### config.mk
export PLATFORM = sky130hd
export DESIGN_NAME = regfile_wport_arbiter
export DESIGN_NICKNAME = d
export VERILOG_FILES = /design/src/rtl/regfile_wport_arbiter.sv
export SDC_FILE = /design/constraint.sdc
export NUM_CORES = 1
export LEC_CHECK = 0
export ABC_CLOCK_PERIOD_IN_PS = 2100
export CORE_MARGIN = 2
export CORE_UTILIZATION = 30
export DETAILED_ROUTE_END_ITERATION = 10
export GPL_TIMING_DRIVEN = 0
export PLACE_DENSITY = 0.78
export SLEW_MARGIN = 30
export SYNTH_ARGS = -nofsm -noshare
export SYNTH_HDL_FRONTEND = slang
export SYNTH_SLANG_ARGS = --single-unit
### constraint.sdc
create_clock -name clk -period 2.1 [get_ports clk]
set_clock_uncertainty 0.05 [all_clocks]
set_input_delay 0.42 -clock clk [delete_from_list [all_inputs] [get_ports clk]]
set_output_delay 0.42 -clock clk [all_outputs]
set_load 0.02 [all_outputs]
### src/rtl/regfile_wport_arbiter.sv
// Round-robin arbiter sharing one register-file write port among NUM_REQ writeback
// sources, with a registered write stage and combinational bypass for two read ports.
module regfile_wport_arbiter #(
  parameter int NUM_REQ = 3,
  parameter int ADDR_W  = 5,
  parameter int DATA_W  = 32
) (
  input  logic                      clk,
  input  logic                      reset,
  input  logic [NUM_REQ-1:0]        req_valid,
  input  logic [NUM_REQ*ADDR_W-1:0] req_addr,
  input  logic [NUM_REQ*DATA_W-1:0] req_data,
  output logic [NUM_REQ-1:0]        req_ready,
  input  logic                      stall_in,
  output logic                      rf_we,
  output logic [ADDR_W-1:0]         rf_waddr,
  output logic [DATA_W-1:0]         rf_wdata,
  input  logic [ADDR_W-1:0]         chk_addr_1,
  input  logic [ADDR_W-1:0]         chk_addr_2,
  output logic                      chk_hit_1,
  output logic                      chk_hit_2,
  output logic [DATA_W-1:0]         chk_data_1,
  output logic [DATA_W-1:0]         chk_data_2
);

  localparam int PTR_W = (NUM_REQ > 1) ? $clog2(NUM_REQ) : 1;
  localparam logic [PTR_W-1:0] LAST_IDX = PTR_W'(NUM_REQ - 1);

  logic [PTR_W-1:0]   ptr_reg;
  logic [PTR_W-1:0]   ptr_next;
  logic               we_reg;
  logic [ADDR_W-1:0]  waddr_reg;
  logic [DATA_W-1:0]  wdata_reg;

  logic [NUM_REQ-1:0] mask;
  logic [NUM_REQ-1:0] masked;
  logic [NUM_REQ-1:0] gnt_oh;
  logic [PTR_W-1:0]   hi_idx;
  logic [PTR_W-1:0]   lo_idx;
  logic [PTR_W-1:0]   gnt_idx;
  logic [ADDR_W-1:0]  gnt_addr;
  logic [DATA_W-1:0]  gnt_data;
  logic               any_valid;
  logic               transfer;

  // Requesters at or above ptr get first pick; otherwise wrap to the lowest index.
  genvar gi;
  generate
    for (gi = 0; gi < NUM_REQ; gi++) begin : g_mask
      assign mask[gi]   = (PTR_W'(gi) >= ptr_reg);
      assign gnt_oh[gi] = any_valid && (gnt_idx == PTR_W'(gi));
    end
  endgenerate

  assign masked    = req_valid & mask;
  assign any_valid = |req_valid;

  always_comb begin
    hi_idx = '0;
    lo_idx = '0;
    for (int i = NUM_REQ - 1; i >= 0; i--) begin
      if (masked[i])    hi_idx = PTR_W'(i);
      if (req_valid[i]) lo_idx = PTR_W'(i);
    end
  end

  assign gnt_idx = (|masked) ? hi_idx : lo_idx;

  always_comb begin
    gnt_addr = '0;
    gnt_data = '0;
    for (int i = 0; i < NUM_REQ; i++) begin
      if (gnt_oh[i]) begin
        gnt_addr = req_addr[i*ADDR_W +: ADDR_W];
        gnt_data = req_data[i*DATA_W +: DATA_W];
      end
    end
  end

  assign transfer  = any_valid && !stall_in && reset;
  assign req_ready = (stall_in || !reset) ? '0 : gnt_oh;
  assign ptr_next  = (gnt_idx == LAST_IDX) ? '0 : gnt_idx + PTR_W'(1);

  // Writes to x0 are consumed but never raise the write enable.
  always_ff @(posedge clk or negedge reset) begin
    if (!reset) begin
      ptr_reg   <= '0;
      we_reg    <= 1'b0;
      waddr_reg <= '0;
      wdata_reg <= '0;
    end else begin
      we_reg <= transfer && (gnt_addr != '0);
      if (transfer) begin
        ptr_reg   <= ptr_next;
        waddr_reg <= gnt_addr;
        wdata_reg <= gnt_data;
      end
    end
  end

  assign rf_we    = we_reg;
  assign rf_waddr = waddr_reg;
  assign rf_wdata = wdata_reg;

  assign chk_hit_1  = we_reg && (waddr_reg == chk_addr_1) && (chk_addr_1 != '0);
  assign chk_hit_2  = we_reg && (waddr_reg == chk_addr_2) && (chk_addr_2 != '0);
  assign chk_data_1 = chk_hit_1 ? wdata_reg : '0;
  assign chk_data_2 = chk_hit_2 ? wdata_reg : '0;

  // A request left waiting last cycle must still be valid now.
  logic [NUM_REQ-1:0] pend_reg;

  always_ff @(posedge clk or negedge reset) begin
    if (!reset) pend_reg <= '0;
    else        pend_reg <= req_valid & ~req_ready;
  end

  always_ff @(posedge clk) begin
    if (reset) begin
      assert ((pend_reg & ~req_valid) == '0)
        else $error("request valid dropped before transfer");
    end
  end

endmodule

Word-level counts from Yosys, hierarchy flattened
Cells that the tools add are included.
Cells by class
  multiply operators: 0
  div/mod/pow operators: 0
  mux-type cells: 17
  reductions and logical operators: 19
  add/subtract/negate cells: 1
  order comparisons: 3
  shifts and indexed selects: 0
  eq/ne operators: 4
  bitwise logic cells: 1
Operator list (count)
  32-bit 2-to-1 mux: 5
  2-bit 2-to-1 mux: 8
  5-bit 2-to-1 mux: 3
  5-bit nonzero test: 3
  5-bit == test: 2
  1-bit logical AND: 10
  3-bit OR reduction: 2
  1-bit by 2-bit >= comparator with 1-bit output (first input constant): 2
  3-bit AND: 1
  3-bit 2-to-1 mux: 1
  2-bit by 1-bit adder with 2-bit output (second input constant): 1
  2-bit by 1-bit == test with 1-bit output (second input constant): 1
  2-bit == test (second input constant): 1
  2-bit >= comparator (first input constant): 1
  1-bit zero test: 2
  2-bit zero test: 1
  1-bit logical OR: 1
Storage, ports and cells
  input port bits: 127
  bits in registers: 40
  latch bits: 0
  memories kept: 0
  bits in writable memories: 0
  memory bits (read-only): 0

Depth between registers and ports, before layout
Gate-level depths: netlist (run 1).
  depth after elaboration: 13
  mapped depth: 6
  depth with buffers taken out: 5

Worst setup path before layout (run 1)
Ideal clock, no wire load.
  path kind: flip-flop to output port
  start point: reg waddr_reg[2], in the netlist rf_waddr[2]
  end point: out chk_data_1[22]
  arrival: 1651 ps
  setup slack: -21 ps
  cell stages (with the launch flop): 7
  cells stage by stage: dfrtp_1 > xor2_1 > nor3_1 > nand3_1 > nor2_1 > buf_2 > and2_1
On the way
  cells in the longest elaborated chain, start to end: 4
Ends and longest elaborated chain
  from (decl): line 32  | logic [ADDR_W-1:0] waddr_reg;
  from (signal assigned): line 95  | waddr_reg <= gnt_addr;
  5-bit == test: line 105  | assign chk_hit_1 = we_reg && (waddr_reg == chk_addr_1) && (chk_addr_1 != '0);
  1-bit logical AND (2 in a row): line 105
  via chk_hit_1: line 20  | output logic chk_hit_1,
  32-bit 2-to-1 mux: line 107  | assign chk_data_1 = chk_hit_1 ? wdata_reg : '0;
  to (decl): line 22  | output logic [DATA_W-1:0] chk_data_1,
The timed path passes the listed nets, and every way through them passes these cells.

Worst setup path after layout (run 1)
  start point: reg waddr_reg[0], in the netlist rf_waddr[0]
  end point: out chk_data_2[11]
On the way
  cells in the longest elaborated chain, start to end: 4
Ends and longest elaborated chain
  5-bit == test: line 106  | assign chk_hit_2 = we_reg && (waddr_reg == chk_addr_2) && (chk_addr_2 != '0);
  1-bit logical AND (2 in a row): line 106
  32-bit 2-to-1 mux: line 108  | assign chk_data_2 = chk_hit_2 ? wdata_reg : '0;
  to (decl): line 23  | output logic [DATA_W-1:0] chk_data_2
No other way between the ends.

==> results of run 1 <==
==> layer usage <==
| metal | vias up | share of wire | GRT usage |
|---|---|---|---|
| met4 | 0 | 0.011 | 0.0598 |
| met3 | 10 | 0.067 | 0.0540 |
| li1 | 1643 | - | - |
| met2 | 161 | 0.54 | 0.462 |
| met5 | - | 0 | 0 |
| met1 | 1623 | 0.38 | 0.268 |
==> per-stage QoR <==
stage,hold slack (ns),setup TNS (ns),util
floorplan,0.0744,-0.0289,-
global placement,0.488,-166.38,0.592
detailed placement,0.372,-88.07,0.594
CTS,0.0164,-20.10,0.651
global route,0.0177,-27.34,0.655
finish,0.0163,-19.94,0.655
==> cell type report <==
| type | instances | area share |
|---|---|---|
| repair buffers | 252 | 0.446 |
| multi-input cells | 252 | 0.297 |
| flip-flops and latches | 40 | 0.178 |
| plain buffers | 25 | 0.0381 |
| well taps | 108 | 0.0239 |
| clock buffers | 6 | 0.0128 |
| inverters | 4 | 0.00266 |
| clock inverters | 1 | 0.000885 |
==> power by group through the flow <==
stage,Clock (uW),Combinational [uW],Sequential (uW)
finish,491,1580,1140
detailed placement,0,1430,1130
CTS,494,1570,1140
global placement,0,1410,1120
floorplan,0,503,1270
global route,536,1690,1180
==> timing repair <==
| action | CTS | global route |
|---|---|---|
| pin swaps | 12 | 1 |
| cloned | 3 | 0 |
| hold buffers | 1 | 0 |
| endpoints found under the setup margin | 85 | 73 |
| endpoints found under the hold margin | 19 | 0 |
| setup buffers | 14 | 0 |
| gates resized for setup | 486 | 10 |
==> path summary, 6_finish.rpt <==
check	slack [ns]	start	depth (start not counted)	endpoint
setup / recovery	-0.34	rf_waddr[0]	8	chk_data_2[11]
hold reg to reg	0.54	rf_wdata[4]	2	rf_wdata[4]
min in group clk	0.54	rf_wdata[4]	2	rf_wdata[4]
setup reg to reg	0.13	ptr_reg[1]	8	rf_wdata[16]
max in group asynchronous	0.67	reset	2	rf_waddr[2]
hold / removal	0.02	reset	2	rf_wdata[22]
==> cell families (layout without fill, tap and decap cells) <==
kind of cell,Yosys count,after routing
DFF,40,40
xor gates and xnor gates,9,9
buffers and inverters,30,288
AOI/OAI and AO/OA,85,85
and+or+nand+nor,158,158
==> cells in the final DEF (no fill, tap or decap), drive strengths merged, types with 2 or more instances in the layout <==
| cell | Yosys | routed |
|---|---|---|
| clkdlybuf4s50 | 0 | 154 |
| buf | 15 | 99 |
| and2 | 64 | 64 |
| dfrtp | 40 | 40 |
| nand2 | 39 | 39 |
| nor2 | 39 | 39 |
| a22oi | 34 | 34 |
| a31oi | 34 | 34 |
| clkbuf | 11 | 20 |
| dlygate4sd2 | 0 | 9 |
| xnor2 | 6 | 6 |
| nor3 | 5 | 5 |
| o21ai | 4 | 4 |
| inv | 4 | 4 |
| nand3 | 3 | 3 |
| xor2 | 3 | 3 |
| a21o | 3 | 3 |
| a21oi | 2 | 2 |
| nor2b | 2 | 2 |
| nor3b | 2 | 2 |
| a222oi | 2 | 2 |
| nand2b | 2 | 2 |
==> worst max-delay path, stage by stage, from the launching register on <==
cell      delay (ns)
dfrtp_2         0.45
nor4_4          0.32
nor3_1          0.09
a21oi_2         0.16
nor3_4          0.05
buf_6           0.14
clkbuf_8        0.16
and2_1          0.15
buf_4           0.15
==> reports/results.txt, run 1 <==
status = finished with violations
violated checks = setup timing
placed cell area = 0.00513 mm2
crit share post-route = 1.16
sequential share of the synthesized area = 0.380
sequential share of power = 0.355
Mapped Avg Cell Area = 8.18 um2
Net Sw Frac = 0.374
worst slew pin tran = 0.834 ns
synth unique cells = 30
vias post-DR = 3,437
Synth Cell Area = 0.00264 mm2
WP data arrival = 1.97 ns
Layout Area Growth over Synthesis = 115%
CTS tree = yes
Post-synth top cells = and2_1 (64), dfrtp_1 (40), nand2_1 (39), nor2_1 (39)
adder-cell share of the synthesized area = 0
Num CTS Buffers = 5
mux contribution to synthesized area = 0
I/O pin count = 234
Vias/cell = 5.00
Total Power = 3220 uW
largest net degree at the start of global routing = 22
die area = 0.00955 mm2
GRT Overall Usage = 0.241
DR WL/cell = 16.8 um
Placed Instances = 664
leakage power = 0.00243 uW
area of the multi-input gates = 0.00168 mm2
Initial DRC Count = 114
max_slew headroom = 0.442
Root Buffer = clkbuf_8
final worst slack = -0.341 ns
Max Cap Viol = 0
Setup WS pre-CTS = -1.28 ns
fraction of layout cells with a size suffix above 1 = 0.316
RSZ-0062 raised after global routing = true
Post-Syn Nets = 449
DRC viols = 0
Final setup viols = 68
hpwl dp = 8960 um
simple-gate share of the synthesized area = 0.298
largest family of logic cells by synthesized area = simple AND/OR/NAND/NOR gates
Synth Area in Compound Gates = 0.230
count leader, synth = and2_1
Yosys reg bits = 40
largest area contributor in the netlist = dfrtp_1
Main synth FF type = dfrtp_1
Starting Density = 0.305
yosys warns = 0
CTS H-tree depth = 2
clock net sink count = 40
Core Rows = 34
Non-Filler Instances = 688
Final Hold Viols = 0
top post-synthesis cells by area = dfrtp_1 (38%), and2_1 (15%), a22oi_1 (9.7%)
grt ovf = 0
clock latency on the worst-skew pair = 0.29 ns
antenna viol nets, final = 0
Post-synth EDFFs = 0
CP Capture Type = output pin
WL final = 11,600 um
initial antenna violation count = 0
Pint = 2010 uW
peak fanout along the critical path = 10
# fillers = 721
Hold Path Class = input pin to asynchronous set/reset pin
Post-Synth XOR/XNOR Area = 0.0299
Switch Pwr = 1200 uW
IR drop worst, VDD = 0.295 mV
NumNets Final = 707
Tmin final = 2.44 ns
Max Freq = 0.410 GHz
PD cells = 569 mW/mm2
asr flop ratio synth = 1.00
die width = 97.7 um
worst path required time = 1.63 ns
max reg flops = 32
DRT Pass-1 Iters = 4
# diodes = 0
post-route cell area = 0.00565 mm2
Clk network pwr share = 0.153
Worst Setup Path Type = register to output pin
Worst-path clk slew = 0.08 ns
Final Slew Violations = 0
CP startpoint kind = register
clock buffer depth = 2
core area = 0.00864 mm2
first-pass GRT wire length = 18,300 um
port bufs = 233
Logic pwr share = 0.492
gpl congestion = 0.843
Die H = 97.7 um
share of the synthesized area in the top cell type = 0.380
register area = 0.00101 mm2
vias in the first global route = 3,628
Mapped Cells = 322
(Power assumes the default switching activity.)
==> run 2: changes to the inputs <==
Settings changed: CTS_BUF_LIST from default to sky130_fd_sc_hd__clkbuf_16, REMOVE_ABC_BUFFERS from default to 1.
==> run 2 against run 1 <==
  * The run still ends with setup timing left
  * Sequential share of layout area fell by 1.1 points
  * Clock power grew 47%
  * Sequential cell count stayed put
  * Global-route usage up 0.42 points
  * Non-clock buffer count grew 1
  * Die area unchanged
  * Design area up 6.5%
  * Routed wire length rose by 7.8%
==> reports/results.txt, run 2 (synthesized netlist as in run 1, its figures left out) <==
Layout Area Growth over Synthesis = 128%
Num CTS Buffers = 5
max reg flops = 32
crit-path cells = nor4_4, buf_4, nor3_2, a21oi_2, buf_4, nor2_4, buf_6, and2_4, buf_6
Max Cap Viol = 0
CP startpoint kind = register
clock latency on the worst-skew pair = 0.28 ns
post-route cell area = 0.00602 mm2
Starting Density = 0.305
CP Launch Point = rf_waddr[3]
fraction of layout cells with a size suffix above 1 = 0.356
antenna viol nets, final = 0
gpl congestion = 0.779
GRT Overall Usage = 0.245
Core Rows = 34
Worst Reg-to-Reg Cells = 8
grt ovf = 0
Worst-path clk slew = 0.06 ns
DRC viols = 0
vias post-DR = 3,541
register area = 0.00101 mm2
Final setup viols = 67
max_slew headroom = 0.666
NumNets Final = 711
Vias/cell = 5.10
crit share post-route = 1.18
Hold Path Class = input pin to asynchronous set/reset pin
hold slack = 0.0247 ns
r2r setup slk = 0.03 ns
first-pass GRT wire length = 18,700 um
worst path required time = 1.63 ns
clock net sink count = 40
leakage power = 0.00257 uW
largest net degree at the start of global routing = 35
WP data arrival = 2.01 ns
# fillers = 665
die area = 0.00955 mm2
Initial DRC Count = 74
hpwl dp = 8000 um
IR drop worst, VDD = 0.430 mV
most frequent cells in the layout = clkdlybuf4s50_1 (152), buf_6 (84), and2_4 (56), nand2_1 (39), nor2_1 (35)
Non-Filler Instances = 694
WP buf/inv = 4
CTS tree = yes
DRT Pass-1 Iters = 4
Placed Instances = 646
peak fanout along the critical path = 7
initial antenna violation count = 1
worst slew pin tran = 0.501 ns
port bufs = 233
placed cell area = 0.00514 mm2
Worst path slowest cell = dfrtp_2
clock buffer depth = 2
vias in the first global route = 3,617
Worst Setup Path Type = register to output pin
area of the multi-input gates = 0.00180 mm2
Final Hold Viols = 0
WL final = 12,500 um
core area = 0.00864 mm2
CTS H-tree depth = 2
Tmin final = 2.48 ns
Die H = 97.7 um
I/O pin count = 234
Root Buffer = clkbuf_16
DR WL/cell = 17.9 um
reg2reg start = ptr_reg[0]
final worst slack = -0.376 ns
CP endpoint = chk_data_1[10]
RSZ-0062 raised after global routing = true
commonest non-fill, non-tap cell in the layout = clkdlybuf4s50_1
Max Freq = 0.404 GHz
status = finished with violations
Largest stage delay, worst path = 0.46 ns
Setup WS pre-CTS = -1.20 ns
cell family with the largest share of critical-path delay = buffers and inverters
die width = 97.7 um
final core occ = 0.697
Final Slew Violations = 0
critical path depth = 9
PD cells = 599 mW/mm2
RR Endpoint = rf_we
violated checks = setup timing
CP Capture Type = output pin
==> run 2: stage by stage <==
step	TNS (ns)	power, uW
floorplan	-93.25	1730
global placement	-339.43	2480
detailed placement	-83.82	2570
CTS	-20.77	3510
global route	-26.59	3800
finish	-20.00	3610
==> run 2: worst min path at each step <==
stage / depth (start not counted) / from / to
2_1_floorplan: 0 / reset / ptr_reg[0]
3_3_place_gp: 1 / ptr_reg[1] / ptr_reg[1]
3_5_place_dp: 1 / reset / rf_waddr[1]
4_1_cts: 2 / reset / rf_wdata[25]
5_1_grt: 2 / reset / rf_wdata[25]
6_report: 2 / reset / rf_wdata[25]
==> run 2: timing repair <==
action / 4_1_cts / 5_1_grt
gates resized for setup: 445 / 92
hold endpoints to repair: 20 / 0
hold buffers: 1 / 0
buffers inserted: 21 / 15
gates cloned: 5 / 0
pin swaps: 16 / 11
setup endpoints to repair: 103 / 70
==> run 2: layout make-up <==
class	instances	share of cell area
sequential	40	0.167
multi-input combinational	255	0.298
inverter	4	0.00291
timing repair buffer	278	0.486
clock buffer	5	0.0208
antenna	1	0.000416
clock inverter	3	0.00187
tap	108	0.0224
==> run 2: power by group <==
part | internal [uW] | switching, uW
clock | 428 | 292
sequential | 937 | 213
combinational | 945 | 792
==> run 2: per-layer routing <==
| layer | vias up | global-route usage | part of all wire |
|---|---|---|---|
| met5 | - | 0 | 0 |
| met4 | 0 | 0.0748 | 0.020 |
| met3 | 19 | 0.0568 | 0.070 |
| met2 | 172 | 0.453 | 0.54 |
| met1 | 1683 | 0.280 | 0.37 |
| li1 | 1667 | - | - |
